### config.mk
export PLATFORM = sky130hd
export DESIGN_NAME = kyber_kem_ctrl
export DESIGN_NICKNAME = d
export VERILOG_FILES = /design/src/rtl/kyber_kem_ctrl.sv
export SDC_FILE = /design/constraint.sdc
export NUM_CORES = 1
export LEC_CHECK = 0
export CORE_ASPECT_RATIO = 0.9
export CORE_UTILIZATION = 55
export CTS_CLUSTER_DIAMETER = 150
export DETAILED_ROUTE_END_ITERATION = 7
export HOLD_SLACK_MARGIN = 0.03
export PLACE_DENSITY_LB_ADDON = 0.25
export SYNTH_ARGS = -nofsm -noshare
export SYNTH_HDL_FRONTEND = slang
export SYNTH_SLANG_ARGS = --single-unit
### constraint.sdc
create_clock -name hclk -period 5.9 [get_ports hclk]
set_input_delay 0.885 -clock hclk [delete_from_list [all_inputs] [get_ports hclk]]
set_output_delay 0.885 -clock hclk [all_outputs]
set_load 0.02 [all_outputs]
### src/rtl/kyber_kem_ctrl.sv
// Sequencer between the AHB register decode and the Kyber KEM core.
// It stages the message, feeds it to the core, and buffers the ciphertext in a show-ahead FIFO.
module kyber_kem_ctrl #(
  parameter int         MSG_WORDS      = 8,
  parameter int         CT_WORDS       = 392,
  parameter int         FIFO_DEPTH     = 16,
  parameter int         TIMEOUT_CYCLES = 65535,
  parameter logic [2:0] K              = 3'd4
) (
  input  logic        hclk,
  input  logic        hresetn,
  input  logic        msg_wr,
  input  logic [31:0] msg_wdata,
  input  logic        cmd_start,
  input  logic        cmd_abort,
  input  logic        ct_rd,
  output logic [31:0] ct_rdata,
  output logic [4:0]  ct_level,
  output logic [3:0]  msg_cnt,
  output logic        busy,
  output logic        done,
  output logic        error,
  output logic        core_start,
  output logic [2:0]  core_k,
  input  logic        core_req_c,
  output logic [31:0] core_m,
  output logic        core_m_ready,
  input  logic        core_valid_client,
  input  logic [31:0] core_dout_client,
  output logic        core_ready_c
);

  localparam int CT_CW = $clog2(CT_WORDS + 1);
  localparam int FA_W  = $clog2(FIFO_DEPTH);
  localparam int MI_W  = $clog2(MSG_WORDS);

  typedef enum logic [2:0] {
    S_IDLE  = 3'd0,
    S_START = 3'd1,
    S_FEED  = 3'd2,
    S_RUN   = 3'd3,
    S_DONE  = 3'd4,
    S_ERR   = 3'd5
  } state_t;

  state_t r_state;
  state_t w_state_next;

  logic [31:0]      r_msg [MSG_WORDS];
  logic [3:0]       r_msg_cnt;
  logic [2:0]       r_feed_ptr;
  logic [CT_CW-1:0] r_ct_cnt;
  logic [15:0]      r_to_cnt;
  logic             r_done;
  logic             r_core_m_ready;
  logic [31:0]      r_core_m;
  logic [31:0]      r_fifo [FIFO_DEPTH];
  logic [FA_W-1:0]  r_wr_ptr;
  logic [FA_W-1:0]  r_rd_ptr;
  logic [4:0]       r_level;

  logic w_msg_full;
  logic w_start_ok;
  logic w_msg_store;
  logic w_feed_hs;
  logic w_feed_last;
  logic w_ready_c;
  logic w_push;
  logic w_pop;
  logic w_ct_last;
  logic w_in_xfer;
  logic w_to_hit;

  assign w_msg_full  = (r_msg_cnt == 4'(MSG_WORDS));
  assign w_start_ok  = (r_state == S_IDLE) && cmd_start && w_msg_full;
  assign w_msg_store = (r_state == S_IDLE) && msg_wr && !w_msg_full;
  // A new word is handed over only when the previous ready pulse has ended.
  assign w_feed_hs   = (r_state == S_FEED) && core_req_c && !r_core_m_ready;
  assign w_feed_last = w_feed_hs && (r_feed_ptr == 3'(MSG_WORDS - 1));
  assign w_ready_c   = (r_state == S_RUN) && (r_level < 5'(FIFO_DEPTH));
  assign w_push      = core_valid_client && w_ready_c;
  assign w_pop       = ct_rd && (r_level != 5'd0);
  assign w_ct_last   = w_push && (r_ct_cnt == CT_CW'(CT_WORDS - 1));
  assign w_in_xfer   = (r_state == S_FEED) || (r_state == S_RUN);
  assign w_to_hit    = w_in_xfer && !w_feed_hs && !w_push &&
                       (r_to_cnt == 16'(TIMEOUT_CYCLES - 1));

  always_ff @(posedge hclk or negedge hresetn) begin
    if (!hresetn) r_state <= S_IDLE;
    else          r_state <= w_state_next;
  end

  always_comb begin
    w_state_next = r_state;
    if (cmd_abort) begin
      w_state_next = S_IDLE;
    end else begin
      case (r_state)
        S_IDLE:  if (w_start_ok) w_state_next = S_START;
        S_START: w_state_next = S_FEED;
        S_FEED: begin
          if (w_feed_last)   w_state_next = S_RUN;
          else if (w_to_hit) w_state_next = S_ERR;
        end
        S_RUN: begin
          if (w_ct_last)     w_state_next = S_DONE;
          else if (w_to_hit) w_state_next = S_ERR;
        end
        S_DONE:  if (r_level == 5'd0) w_state_next = S_IDLE;
        S_ERR:   w_state_next = S_ERR;
        default: w_state_next = S_IDLE;
      endcase
    end
  end

  // Storage arrays carry no reset; validity is tracked by the counters below.
  always_ff @(posedge hclk) begin
    if (w_msg_store) r_msg[r_msg_cnt[MI_W-1:0]] <= msg_wdata;
    if (w_push)      r_fifo[r_wr_ptr] <= core_dout_client;
  end

  always_ff @(posedge hclk or negedge hresetn) begin
    if (!hresetn) begin
      r_msg_cnt      <= '0;
      r_feed_ptr     <= '0;
      r_ct_cnt       <= '0;
      r_to_cnt       <= '0;
      r_done         <= 1'b0;
      r_core_m_ready <= 1'b0;
      r_core_m       <= '0;
      r_wr_ptr       <= '0;
      r_rd_ptr       <= '0;
      r_level        <= '0;
    end else if (cmd_abort) begin
      r_msg_cnt      <= '0;
      r_feed_ptr     <= '0;
      r_ct_cnt       <= '0;
      r_to_cnt       <= '0;
      r_done         <= 1'b0;
      r_core_m_ready <= 1'b0;
      r_wr_ptr       <= '0;
      r_rd_ptr       <= '0;
      r_level        <= '0;
    end else begin
      r_core_m_ready <= w_feed_hs;
      if (w_msg_store) r_msg_cnt <= r_msg_cnt + 4'd1;
      if (w_start_ok)  r_done <= 1'b0;
      if (r_state == S_START) begin
        r_feed_ptr <= '0;
        r_to_cnt   <= '0;
      end
      if (w_feed_hs) begin
        r_core_m <= r_msg[r_feed_ptr];
        if (!w_feed_last) r_feed_ptr <= r_feed_ptr + 3'd1;
      end
      if (w_feed_last) r_ct_cnt <= '0;
      if (w_in_xfer) begin
        if (w_feed_hs || w_push) r_to_cnt <= '0;
        else                     r_to_cnt <= r_to_cnt + 16'd1;
      end
      if (w_push) begin
        r_wr_ptr <= r_wr_ptr + FA_W'(1);
        r_ct_cnt <= r_ct_cnt + CT_CW'(1);
      end
      if (w_pop) r_rd_ptr <= r_rd_ptr + FA_W'(1);
      r_level <= r_level + {4'd0, w_push} - {4'd0, w_pop};
      if (w_ct_last) begin
        r_done    <= 1'b1;
        r_msg_cnt <= '0;
      end
    end
  end

  assign ct_rdata     = (r_level == 5'd0) ? 32'h0 : r_fifo[r_rd_ptr];
  assign ct_level     = r_level;
  assign msg_cnt      = r_msg_cnt;
  assign busy         = (r_state == S_START) || (r_state == S_FEED) || (r_state == S_RUN);
  assign done         = r_done;
  assign error        = (r_state == S_ERR);
  assign core_start   = (r_state == S_START);
  assign core_k       = K;
  assign core_m       = r_core_m;
  assign core_m_ready = r_core_m_ready;
  assign core_ready_c = w_ready_c;

endmodule

# After elaboration in Yosys (flattened, before gate mapping)

Memory sizes are Yosys's and may differ from the RTL's. A register that Yosys moved wholly into a read port is not among the register bits.
Cells that the tools add are included.

Word-level logic and storage cells: 102
Memory bits (read-only): 0
Flip-flop bits (word level): 50
Bits of input ports: 72
Latch bits: 0
Memories kept: 2
Bits in writable memories: 768

Multiply operators: 0
Bitwise operators: 1
Equality and inequality tests: 11
Add/sub/neg operators: 8
Shift operators: 0
Mux-type cells: 35
Reductions and logical operators: 34
Divide/modulo/power cells: 0
Magnitude comparators: 1

Memories:

| name   | words | width | rd ports | clocked after memory_dff | write ports | line | source |
|---|---|---|---|---|---|---|---|
| r_fifo | 16    | 32    | 1        | 0                        | 1           | 57   | `logic [31:0] r_fifo [FIFO_DEPTH];` |
| r_msg  | 8     | 32    | 1        | 1                        | 1           | 49   | `logic [31:0] r_msg [MSG_WORDS];` |

Operators by type and width:

| kind                  | count |
|---|---|
| $mux 16               | 4 |
| $mux 32               | 1 |
| $mux 3                | 10 |
| $mux 4                | 7 |
| $mux 9                | 3 |
| $pmux 3 s6            | 1 |
| $add 16x1->16 const B | 1 |
| $eq 16x16->1 const B  | 1 |
| $logic_and 1x1->1     | 14 |
| $add 4x1->4 const B   | 3 |
| $reduce_bool 3->1     | 4 |
| $add 9x1->9 const B   | 1 |
| $eq 3x3->1 const B    | 3 |
| $eq 9x9->1 const B    | 1 |
| $mux 1                | 8 |
| $eq 3x2->1 const B    | 2 |
| $ne 3x3->1 const B    | 2 |
| $add 5x1->5           | 1 |
| $logic_not 1->1       | 5 |
| $logic_not 5->1       | 1 |
| $lt 5x5->1 const B    | 1 |
| $mux 5                | 1 |
| $reduce_bool 5->1     | 1 |
| $sub 5x1->5           | 1 |
| 8 further kinds       | 13 |

# Longest topological paths before layout

Gate-level depths: netlist of run 1.

Word-level depth: 11
Gate-level depth with buffers: 14

# Worst setup path after synthesis of run 1

OpenSTA, ideal clock, no wires.

Path kind: reg-to-reg
Start point: register r_msg_cnt[0], in the netlist msg_cnt[0]
End point: memory r_msg[0][0] (enable)
Setup slack: 1.124 ns
Required time: 5.398 ns
Stages on the path, launching flop included: 6
Path buffers: 0
Clock period less this slack: 4.776 ns
Data arrival time: 4.274 ns
Path through: dfrtp_1 inv_1 ha_1 nand3b_1 nand3_1 nor4_1

Longest elaborated chain between the ends: 5

Ends and longest elaborated chain:

| element                      | line | source |
|---|---|---|
| start: declaration           | 50   | `logic [3:0] r_msg_cnt;` |
| start signal: assignment     | 146  | `if (w_msg_store) r_msg_cnt <= r_msg_cnt + 4'd1;` |
| $eq 4x4->1                   | 74   | `assign w_msg_full = (r_msg_cnt == 4'(MSG_WORDS));` |
| $logic_not 1->1              | 76   | `assign w_msg_store = (r_state == S_IDLE) && msg_wr && !w_msg_full;` |
| $logic_and 1x1->1            | 76   |  |
| $mux 1                       | 118  | `if (w_msg_store) r_msg[r_msg_cnt[MI_W-1:0]] <= msg_wdata;` |
| $mux 1 (not written as such) | 118  |  |
| end: declaration             | 49   |  |

Parallel ways exist; a longest one is shown, timed or not.

# Worst setup path after layout of run 1

Start point: register r_level[2], in the netlist ct_level[2]
End point: output ct_rdata[0]

Longest elaborated chain between the ends: 2

Ends and longest elaborated chain:

| element                  | line | source |
|---|---|---|
| start: declaration       | 60   | `logic [4:0] r_level;` |
| start signal: assignment | 166  | `r_level <= r_level + {4'd0, w_push} - {4'd0, w_pop};` |
| $logic_not 5->1          | 174  | `assign ct_rdata = (r_level == 5'd0) ? 32'h0 : r_fifo[r_rd_ptr];` |
| $mux 32                  | 174  |  |
| end: declaration         | 17   | `output logic [31:0] ct_rdata,` |

Every way passes these cells.

==> results.md, run 1 <==
- HP Class: input pin to async pin
- Root buf cell: clkbuf_16
- DR vias/cell: ~6
- Failing checks: DRC
- Adder-Cell Fraction of Synth Area: less than 1%
- HPWL Detailed: 36.46 mm
- Top Ports: 154
- Post-Synth Simple-Gate Area: between 3 and 4%
- Peak VDD IR: 265.9 uV
- Power Dens Cells: 368.3 nW/um^2
- Largest net degree at the start of global routing: 70
- Unrepaired setup endpoints after global routing: false
- Sink Count: between 800 and 900
- Register area share after synthesis: approximately three quarters
- Final worst path period share: around 80%
- Final min period: ~4.6 ns
- Cell taking the most area after synthesis: edfxtp_1
- Drt first pass iters: 7
- Drt total wl: 68.13 mm
- Max FO, Critical Path: 27
- Setup WS pre-CTS: between 1.5 and 2 ns
- Flop pwr share: 48.2%
- Setup Crit Path Kind: flop to output pin
- Final setup TNS: 0 ns
- Final hold slack: 0.2192 ns
- Die span in y: 234.9 um
- Initial Util: 56.20%
- Switching power of the nets: 3.411 mW
- Max_cap viols: 0
- WL met2: 34.95 mm
- Cts hold-fix bufs: 0
- Status: complete, but fails checks
- Multiplexer share of the synthesized area: 15.48%
- Leak: approximately 12 nW
- Worst Max-Slew Pin Slew: around 1.1 ns
- Post-CTS Resized: 0
- Remaining routing DRC violations: 6
- Mapped Cells: roughly 1600
- Final-report max-slew violation count: 0
- Internal cell power: 10.70 mW
- CP Capture Type: output pin
- Share of the synthesized area in the top cell type: a little over two thirds
- Fillers: roughly 3900
- Combinational power share: 15.1%
- Mean Syn Cell Area: 20.35 um^2
- Synth Area in XOR/XNOR: 0.4758%
- Clock latency on the worst-skew pair: 0.63 ns
- Clock share of power: 36.7%
- Starting DRT DRC Count: 1392
- Final Worst Setup Slack: 1.261 ns
- Post-synthesis compound-gate area fraction: 2.704%
- Largest cells by area after synthesis: edfxtp_1 70%, mux4_2 13%, dfrtp_1 6.2%, mux2i_1 2.9%, o21ai_0 0.79%
- Mapped cell area: about 33000 um^2
- Die Area: between 60000 and 70000 um^2
- Vias: 16090
- Clk_skew: 0.02663 ns
- Flops & latches, synth: 850
- Critical Path Start Type: flop
- ANT nets after route: 0
- Highest layer used for signal routing: met5
- Relative slew slack: 24.23%
- Yosys cell types: 64
- Met3 wire length: 4.349 mm
- Vias in the first global route: 16880
- Final estimated routing congestion in global placement: 0.8051
- Nets: ~1900
- Num rows: 84
- Initial antenna violation count: 6
- Global route total overflow: 0
- Main combinational cell family by area after synthesis: multiplexers
- Core ar.: ~59000 um^2
- Ys flop type: edfxtp_1
- Routed length per instance: ~26 um
- Post-CTS Setup Bufs: 0
- Worst-path clk slew: 0.06 ns
- Port buffer count: 150
- Post-synth EDFFs: ~770
- Die Wd: 260.7 um
- WP data required: roughly 5 ns
- First-pass GRT wire length: 103.2 mm
- Yosys Warn Count: 0
- P&R area growth vs syn: 15.65%
- Async SR Flop Fraction: 9.647%
- Clock Tree Buf Depth: 3
- CTS tree: built
- Net Sw Frac: 24.17%
- CTS buffer count: 82
- M1 WL: 27.43 mm
- Crit path DAT: 3.75 ns
- Fin. Hold Viols: 0
- Achievable Freq: 0.2155 GHz
- Share of layout cells above drive strength 1: about a fifth
- Count of final setup violators: 0
- # H-tree levels: 3
- GRT Overall Usage: a little under a quarter
-- layer usage --
layer  track usage (%)  vias up
met5                 0        -
met4             6.486        8
met3             5.081      113
met2             38.04      486
met1             30.12     8436
li1                  -     7051
-- power by group through the flow --
stage,registers [mW],clock network [mW],logic [mW]
floorplan,6.81,0,1.47
global placement,6.92,0,2.12
detailed placement,6.93,0,2.15
CTS,6.81,5.28,2.17
global route,6.82,5.49,2.29
finish,6.80,5.18,2.14
-- final cells by class --
class,count,area (um^2),share of cell area [%]
antenna,2,5.005,0.01306
multi-input combinational,672,7662,20.00
clock inverter,48,481.7,1.257
timing repair buffer,186,1807,4.715
tap,774,968.4,2.527
clock buffer,101,2185,5.701
sequential,850,25130,65.58
inverter,21,78.83,0.2057
-- registers in the layout, indices dropped and copies added (netlist names), 3 cells and up --
register / flops
r_wr_ptr: 4
r_fifo: 512
core_m: 32
r_ct_cnt: 9
r_state: 3
msg_cnt: 4
r_to_cnt: 16
ct_level: 5
r_rd_ptr: 4
r_msg: 256
r_feed_ptr: 3
-- cells in the final DEF (no fill, tap or decap), drive strengths merged, types with 4 or more instances in the layout --
master	synthesis	final
edfxtp	768	768
o21ai	52	52
a211oi	8	8
nand3	27	27
clkinv	0	33
o211ai	7	7
and2	13	13
mux4	185	185
nor2	30	30
buf	45	37
a21oi	14	14
xor2	13	13
dfrtp	82	82
nor4b	4	4
nor4	6	6
and4	6	6
nor3b	10	10
xnor2	5	5
nand4	10	10
or3	7	7
a22o	4	4
nand2b	4	4
clkinvlp	0	6
o22ai	25	25
nand2	52	52
inv	21	22
nor2b	14	14
bufinv	0	8
and3	7	7
ha	18	18
nor3	8	8
clkdlybuf4s50	0	149
a22oi	8	8
mux2i	95	95
clkbuf	41	101
-- synthesized netlist by cell type, types with 3 or more instances --
library cell and n:
nor4_1 6, inv_1 21, edfxtp_1 768, nor3b_1 10, o211ai_1 7, a21oi_1 14
a22oi_1 8, nor2_1 29, and4_1 6, and3_1 7, a221o_1 3, o31ai_1 3
o22ai_1 25, nand3_1 27, buf_1 16, o21ai_0 52, nand2_1 52, nor2b_1 14
mux4_2 185, ha_1 18, nand3b_1 3, nand2b_1 4, nor3_1 8, dfrtp_1 82
nand4_1 10, xnor2_1 5, clkbuf_1 41, buf_2 25, mux2i_1 95, and2_1 12
a22o_1 4, a211oi_1 8, nor4b_1 4, buf_4 4, xor2_1 13, or3_1 7
-- worst paths after layout --
path                             startpoint           to  slack, ns  depth (start not counted)
worst max register to register  ct_level[2]  ct_level[4]       2.54                         13
max in group asynchronous           hresetn  r_rd_ptr[1]       4.54                          2
worst min register to register  r_ct_cnt[8]  r_ct_cnt[8]       0.47                          1
min in group hclk               r_ct_cnt[8]  r_ct_cnt[8]       0.47                          1
worst max-delay path            ct_level[2]  ct_rdata[0]       1.26                          8
worst min-delay path                hresetn   core_m[16]       0.22                          1
-- worst max-delay path, stage by stage (launching register included) --
cell and delay, ns:
dfrtp_1 0.40, inv_1 0.09, ha_1 0.15, or4b_1 0.67, nand2b_1 0.26, buf_4 0.46, o31ai_1 0.15, a221o_1 0.36
clkdlybuf4s50_1 0.58
-- stage by stage --
step	cell area [um^2]	total power [mW]	instances	util [%]
floorplan	33140	8.273	1629	-
global placement	35650	9.044	2503	60.46
detailed placement	35650	9.083	2503	60.46
CTS	38310	14.25	2652	64.98
global route	38320	14.59	2654	64.99
finish	38320	14.11	2654	64.99
-- cell families (layout without fill, tap and decap cells) --
logic type / count (synthesis) / count (layout)
mux: 281 / 281
flops: 850 / 850
compound gates: 141 / 141
xor+xnor: 18 / 18
fa+ha+maj: 19 / 19
other cells: 2 / 5
buf+inv: 107 / 356
simple gates: 210 / 210
(Power assumes the default switching activity.)
==> inputs of run 2 (changes only) <==
- CORE_UTILIZATION: 55 -> 54
- clock period: 5.9 -> 3.75 ns (I/O delays scaled with it)
==> run 2 against run 1 <==
The flow now finishes without violations. Sequential cell count unchanged. Global-route usage decreased by 0.39 points. Clock skew decreased by 0.0073 ns. First-iteration DRC count decreased by 17%. Sequential share of layout area decreased by 0.63 points. Clock power increased by 52%. Wire length about the same. Die area increased by 1.8%.
==> results.md, run 2 (synthesis results as in run 1) <==
- Status: finished, final reports clean (was complete, but fails checks)
- Fin. Hold Viols: 0 (unchanged)
- Largest reg by FF count: r_fifo (unchanged)
- Net Sw Frac: 24.02% (was 24.17%)
- Unrepaired setup endpoints after global routing: false (unchanged)
- Drt first pass iters: 7 (unchanged)
- Clock latency on the worst-skew pair: 0.63 ns (about the same)
- Remaining routing DRC violations: 0 (was 6)
- Num rows: 85 (was 84)
- Port buffer count: 150 (unchanged)
- Drt total wl: 68.06 mm (was 68.13 mm)
- Sink Count: 850 (unchanged)
- Vias in the first global route: 17020 (was 16880)
- Crit path DAT: 3.06 ns (was 3.75 ns)
- Cts hold-fix bufs: 0 (unchanged)
- Critical Path Start Type: flop (unchanged)
- Routed length per instance: 25.31 um (was 25.67 um)
- Setup Crit Path Kind: flop to output pin (unchanged)
- Final min period: 3.625 ns
- Final-report max-slew violation count: 0 (unchanged)
- Initial antenna violation count: 5 (was 6)
- Clk_skew: 0.01928 ns (was 0.02663 ns)
- Setup WS pre-CTS: 0.5274 ns (was 1.753 ns)
- Initial Util: 55.04% (was 56.20%)
- Final Worst Setup Slack: 0.1250 ns (was 1.261 ns)
- Die Wd: 263.1 um (was 260.7 um)
- P&R area growth vs syn: 16.78% (was 15.65%)
- Internal cell power: 16.73 mW (was 10.70 mW)
- Final worst path period share: 96.67%
- Max_cap viols: 0 (unchanged)
- Leak: 12.41 nW (was 12.18 nW)
- Achievable Freq: 0.2759 GHz
- Nets: 1931 (was 1904)
- CTS buffer count: 82 (unchanged)
- Die span in y: 237.0 um (was 234.9 um)
- Top Ports: 154 (unchanged)
- Die Area: 62360 um^2 (was 61230 um^2)
- Switching power of the nets: 5.288 mW (was 3.411 mW)
- Power Dens Cells: 569.0 nW/um^2 (was 368.3 nW/um^2)
- Share of layout cells above drive strength 1: 20.96% (was 20.39%)
- Final instance area: 38690 um^2 (was 38320 um^2)
- Commonest cells after routing, fill and taps aside: 768 x edfxtp_1, 185 x mux4_2, 129 x clkdlybuf4s50_1, 95 x mux2i_1, 84 x clkbuf_16 (was 768 x edfxtp_1, 185 x mux4_2, 149 x clkdlybuf4s50_1, 95 x mux2i_1, 83 x clkbuf_16)
- Combinational power share: 16.1% (was 15.1%)
- Starting DRT DRC Count: 1159 (was 1392)
- # H-tree levels: 3 (unchanged)
- Flop pwr share: 48.0% (was 48.2%)
- GRT Overall Usage: 22.37% (was 22.76%)
- CP Capture Type: output pin (unchanged)
- Final estimated routing congestion in global placement: 0.7740 (was 0.8051)
- HP Class: input pin to async pin (unchanged)
- Max FO, Critical Path: 25 (was 27)
- Core ar.: 60200 um^2 (was 58960 um^2)
- Peak VDD IR: 369.2 uV (was 265.9 uV)
- DR vias/cell: 6.044 (was 6.064)
- Worst Max-Slew Pin Slew: 1.127 ns (was 1.137 ns)
- Commonest non-fill, non-tap cell in the layout: edfxtp_1 (unchanged)
- HPWL Detailed: 37.92 mm (was 36.46 mm)
- Relative slew slack: 24.28% (was 24.23%)
- Clock share of power: 35.9% (was 36.7%)
- Worst-path clk slew: 0.06 ns (about the same)
- Largest net degree at the start of global routing: 66 (was 70)
- Clock Tree Buf Depth: 3 (unchanged)
- Vias: 16250 (was 16090)
- ANT nets after route: 0 (unchanged)
- WP data required: 3.19 ns (was 5.02 ns)
- First-pass GRT wire length: 103.9 mm (was 103.2 mm)
- Global route total overflow: 0 (unchanged)
- Placed instance area: 36080 um^2 (was 35650 um^2)
- Largest register FFs: 512 (unchanged)
- CTS tree: built (unchanged)
- Root buf cell: clkbuf_16 (unchanged)
- Count of final setup violators: 0 (unchanged)
-- run 2: power groups by stage --
stage | Combinational [mW] | Sequential, mW | Clock (mW)
after floorplan | 2.31 | 10.7 | 0
after global routing | 3.82 | 10.6 | 8.40
after CTS | 3.61 | 10.6 | 8.04
final | 3.55 | 10.6 | 7.89
after global placement | 3.55 | 10.8 | 0
after detailed placement | 3.59 | 10.8 | 0
-- run 2: metrics by stage --
step	util [%]	hold WS [ns]	total power [mW]	TNS, ns	std cells
floorplan	-	0.2669	13.02	-62.64	1629
global placement	59.95	0.4662	14.35	0	2535
detailed placement	59.95	0.4748	14.40	0	2535
CTS	64.26	0.05195	22.22	0	2687
global route	64.28	0.08224	22.80	0	2688
finish	64.28	0.04267	22.02	0	2689
-- run 2: worst max-delay path, cell delays in order, from the launching register on --
cell             delay, ns
dfrtp_1               0.41
inv_1                 0.09
ha_1                  0.14
or4b_4                0.50
buf_4                 0.19
nand2_1               0.15
buf_12                0.24
o22ai_1               0.14
clkdlybuf4s50_1       0.55
-- run 2: layer usage --
metal	GRT usage, %	wire length, um
met5	0	44
met4	5.724	1198
met3	4.804	4351
met2	37.77	34680
met1	29.85	27780
-- run 2: what timing repair did --
action	in CTS	in global routing
setup buffers	4	0
cloned	0	0
resized for setup	21	3
endpoints found under the setup margin	28	14
-- run 2: layout make-up --
class                           instances  area, um^2
Antenna cell                            2       5.005
Clock buffer                          107        2208
Clock inverter                         41       357.8
Fill cell                            3979       21500
Inverter                               21       78.83
Multi-Input combinational cell        672        7699
Sequential cell                       850       25130
Tap cell                              783       979.7
Timing Repair Buffer                  213        2233
-- run 2: worst paths after layout --
kind                        startpoint      endpoint  slack (ns)  cells after the start
max                        ct_level[3]  ct_rdata[11]        0.12                      8
min                            hresetn    core_m[17]        0.04                      1
max reg2reg                ct_level[3]   ct_level[4]        0.64                     13
min reg2reg                  core_m[5]     core_m[5]        0.48                      2
max in group asynchronous      hresetn     core_m[6]        2.94                      2
min in group hclk            core_m[5]     core_m[5]        0.48                      2
==> inputs of run 3 (changes only) <==
- clock period: 3.75 -> 3.23 ns (I/O delays scaled with it)
==> run 3 against run 2 <==
Clock skew decreased by 0.0037 ns. Hold slack better by 0.44 ns. Combinational power increased by 27%. Worst setup slack got worse by 0.083 ns. Final cell count up 0.89%. Non-clock buffer count increased by 21.
==> results.md, run 3 (synthesis results as in run 1) <==
- Hold Path Stages: 2
- Sink Count: 850 (unchanged)
- Setup Crit Path Kind: flop to output pin (unchanged)
- Largest register FFs: 512 (unchanged)
- CP Capture Type: output pin (unchanged)
- Reg-to-reg slack, setup: 0.17 ns (was 0.64 ns)
- Worst hold start: core_m[16]
- Clock share of power: 35.7% (was 35.9%)
- Initial Util: 55.04% (unchanged)
- P&R area growth vs syn: 18.13% (was 16.78%)
- HPWL Detailed: 38.20 mm (was 37.92 mm)
- Largest reg by FF count: r_fifo (unchanged)
- RR Startpoint: ct_level[3] (unchanged)
- Worst Max-Slew Pin Slew: 1.088 ns (was 1.127 ns)
- Relative slew slack: 27.44% (was 24.28%)
- Final setup TNS: 0 ns (unchanged)
- Final min period: between 3 and 4 ns
- Starting DRT DRC Count: 1332 (was 1159)
- Vias in the first global route: 17230 (was 17020)
- Commonest cells after routing, fill and taps aside: 768 x edfxtp_1, 185 x mux4_2, 117 x clkdlybuf4s50_1, 87 x clkbuf_16, 78 x mux2i_1 (was 768 x edfxtp_1, 185 x mux4_2, 129 x clkdlybuf4s50_1, 95 x mux2i_1, 84 x clkbuf_16)
- Initial antenna violation count: 2 (was 5)
- Core ar.: 60200 um^2 (unchanged)
- Most frequent CP cell: buf_12
- Largest net degree at the start of global routing: 66 (unchanged)
- Crit path max-delay family: multiplexers (was buffers and inverters)
- Fin. Hold Viols: 0 (unchanged)
- Unrepaired setup endpoints after global routing: true (was false)
- Net Sw Frac: 24.76% (was 24.02%)
- CTS tree: built (unchanged)
- HP Class: flop to flop (was input pin to async pin)
- Internal cell power: 19.54 mW (was 16.73 mW)
- Combinational power share: 17.4% (was 16.1%)
- Routed length per instance: 25.97 um (was 25.31 um)
- Cell depth of the worst flop-to-flop path: 13 (unchanged)
- Flop pwr share: 46.9% (was 48.0%)
- Top Ports: 154 (unchanged)
- Die Wd: 263.1 um (unchanged)
- Root buf cell: clkbuf_16 (unchanged)
- Leak: 12.62 nW (was 12.41 nW)
- Die span in y: 237.0 um (unchanged)
- Diode count: 0 (was 2)
- Final Util: 65.02% (was 64.28%)
- Final Worst Setup Slack: 0.04188 ns (was 0.1250 ns)
- Power Dens Cells: 663.7 nW/um^2 (was 569.0 nW/um^2)
- Worst path cell trace: buf_12 -> buf_12 -> mux4_2 -> mux2i_2 -> o22ai_1 -> dlygate4sd2_1 (was inv_1 -> ha_1 -> or4b_4 -> buf_4 -> nand2_1 -> buf_12 -> o22ai_1 -> clkdlybuf4s50_1)
- Final worst path period share: 98.70%
- Clock Tree Buf Depth: 3 (unchanged)
- Final hold slack: 0.4792 ns (was 0.04267 ns)
- Global route total overflow: 0 (unchanged)
- CP bufs+invs: 3 (was 4)
- Finished Layout Cells: 2713 (was 2689)
- Port buffer count: 150 (unchanged)
- Met3 Resource Use GR: 4.503% (was 4.804%)
- Crit path DAT: 2.70 ns (was 3.06 ns)
- Vias: 16470 (was 16250)
- GRT Overall Usage: 23.05% (was 22.37%)
- First-pass GRT wire length: 106.2 mm (was 103.9 mm)
- CTS buffer count: 83 (was 82)
- Remaining routing DRC violations: 0 (unchanged)
- Achievable Freq: ~0.31 GHz
- Critical Path Start Type: flop (unchanged)
- Status: finished, final reports clean (unchanged)
- Worst path slowest cell: mux4_2 (was clkdlybuf4s50_1)
- Nets: 1953 (was 1931)
- Clk_skew: 0.01555 ns (was 0.01928 ns)
- Footprint of the multi-input gates: 7891 um^2 (was 7699 um^2)
- Peak VDD IR: 452.4 uV (was 369.2 uV)
- Num rows: 85 (unchanged)
- Count of final setup violators: 0 (unchanged)
- Drt first pass iters: 5 (was 7)
- Switching power of the nets: 6.431 mW (was 5.288 mW)
- Global routing's busiest layer: met2 (unchanged)
- Die Area: 62360 um^2 (unchanged)
- Setup WS pre-CTS: 0.09264 ns (was 0.5274 ns)
- DR vias/cell: 6.070 (was 6.044)
- ANT nets after route: 0 (unchanged)
- # H-tree levels: 3 (unchanged)
- Worst-path clk slew: 0.06 ns (about the same)
- Area occupied by registers: 25130 um^2 (unchanged)
- Clock latency on the worst-skew pair: 0.63 ns (about the same)
- Crit path from: r_rd_ptr[0] (was ct_level[3])
- Max FO, Critical Path: 11 (was 25)
- Max_cap viols: 0 (unchanged)
- Final estimated routing congestion in global placement: 0.7853 (was 0.7740)
- Commonest non-fill, non-tap cell in the layout: edfxtp_1 (unchanged)
- Worst Hold Path EP: core_m[16]
- Placed insts: 2544 (was 2535)
- Share of layout cells above drive strength 1: 24.20% (was 20.96%)
- Max stage delay on crit path: 0.53 ns (was 0.55 ns)
- Final-report max-slew violation count: 0 (unchanged)
- Critical R2R Capture: ct_level[4] (unchanged)
- Fillers: 3911 (was 3979)
- Met2 GRT Util: 39.27% (was 37.77%)
- WP data required: 2.75 ns (was 3.19 ns)
- Met1 usage: 30.01% (was 29.85%)
- Drt total wl: 70.46 mm (was 68.06 mm)
[run 3: cell count changes in the layout (fill, tap and decap cells not counted), sizes merged, moves of 3 or more]
cell	previous run	this run
clkbuf	107	101
buf	64	90
clkdlybuf4s15	0	3
clkinvlp	2	7
clkinv	30	41
clkdlybuf4s50	129	117
[run 3: worst register-to-register path: stages (launching register included)]
cell	delay, ns
dfrtp_1	0.40
inv_1	0.09
ha_1	0.15
or4b_4	0.53
nand2_2	0.12
inv_1	0.05
ha_1	0.26
inv_1	0.04
ha_1	0.20
fa_1	0.43
a21oi_1	0.17
nor2_1	0.06
or3_1	0.34
a21oi_1	0.15
[run 3: final cells by class]
type | count | share of cell area (%)
clock inverters | 55 | 1.033
clock buffers | 98 | 5.639
well taps | 783 | 2.503
flip-flops and latches | 850 | 64.21
repair buffers | 234 | 6.253
multi-input cells | 672 | 20.16
inverters | 21 | 0.2014
[run 3: how the worst max path moves through the flow]
stage	endpoint	cells past startpoint
floorplan	r_fifo[4][0]	5
CTS	ct_rdata[25]	8
global route	ct_rdata[26]	6
finish	ct_rdata[14]	6
detailed placement	ct_rdata[27]	5
global placement	ct_rdata[26]	5
[run 3: metrics by stage]
stage | power, mW | instance area (um^2)
2_1_floorplan | 15.11 | 33170
3_3_place_gp | 16.63 | 36160
3_5_place_dp | 16.69 | 36160
4_1_cts | 26.03 | 39000
5_1_grt | 26.86 | 39140
6_report | 25.98 | 39140
[run 3: power groups by stage]
stage / combinational, mW / clock [mW] / sequential (mW)
final: 4.52 / 9.27 / 12.2
after global routing: 4.81 / 9.85 / 12.2
after CTS: 4.40 / 9.45 / 12.2
after detailed placement: 4.17 / 0 / 12.5
after global placement: 4.13 / 0 / 12.5
after floorplan: 2.68 / 0 / 12.4
[run 3: per-layer routing]
metal | wire length, um | vias up
met5 | 27 | -
met4 | 1738 | 4
met3 | 4467 | 127
met2 | 36610 | 535
met1 | 27620 | 8643
li1 | - | 7158
[run 3: timing repair]
| item | CTS | global route |
|---|---|---|
| gates resized for setup | 85 | 29 |
| pin swaps | 0 | 1 |
| endpoints found under the setup margin | 32 | 16 |
| setup buffers | 11 | 2 |
| hold buffers | 1 | 0 |
| cloned | 1 | 1 |
| hold endpoints to repair | 62 | 0 |
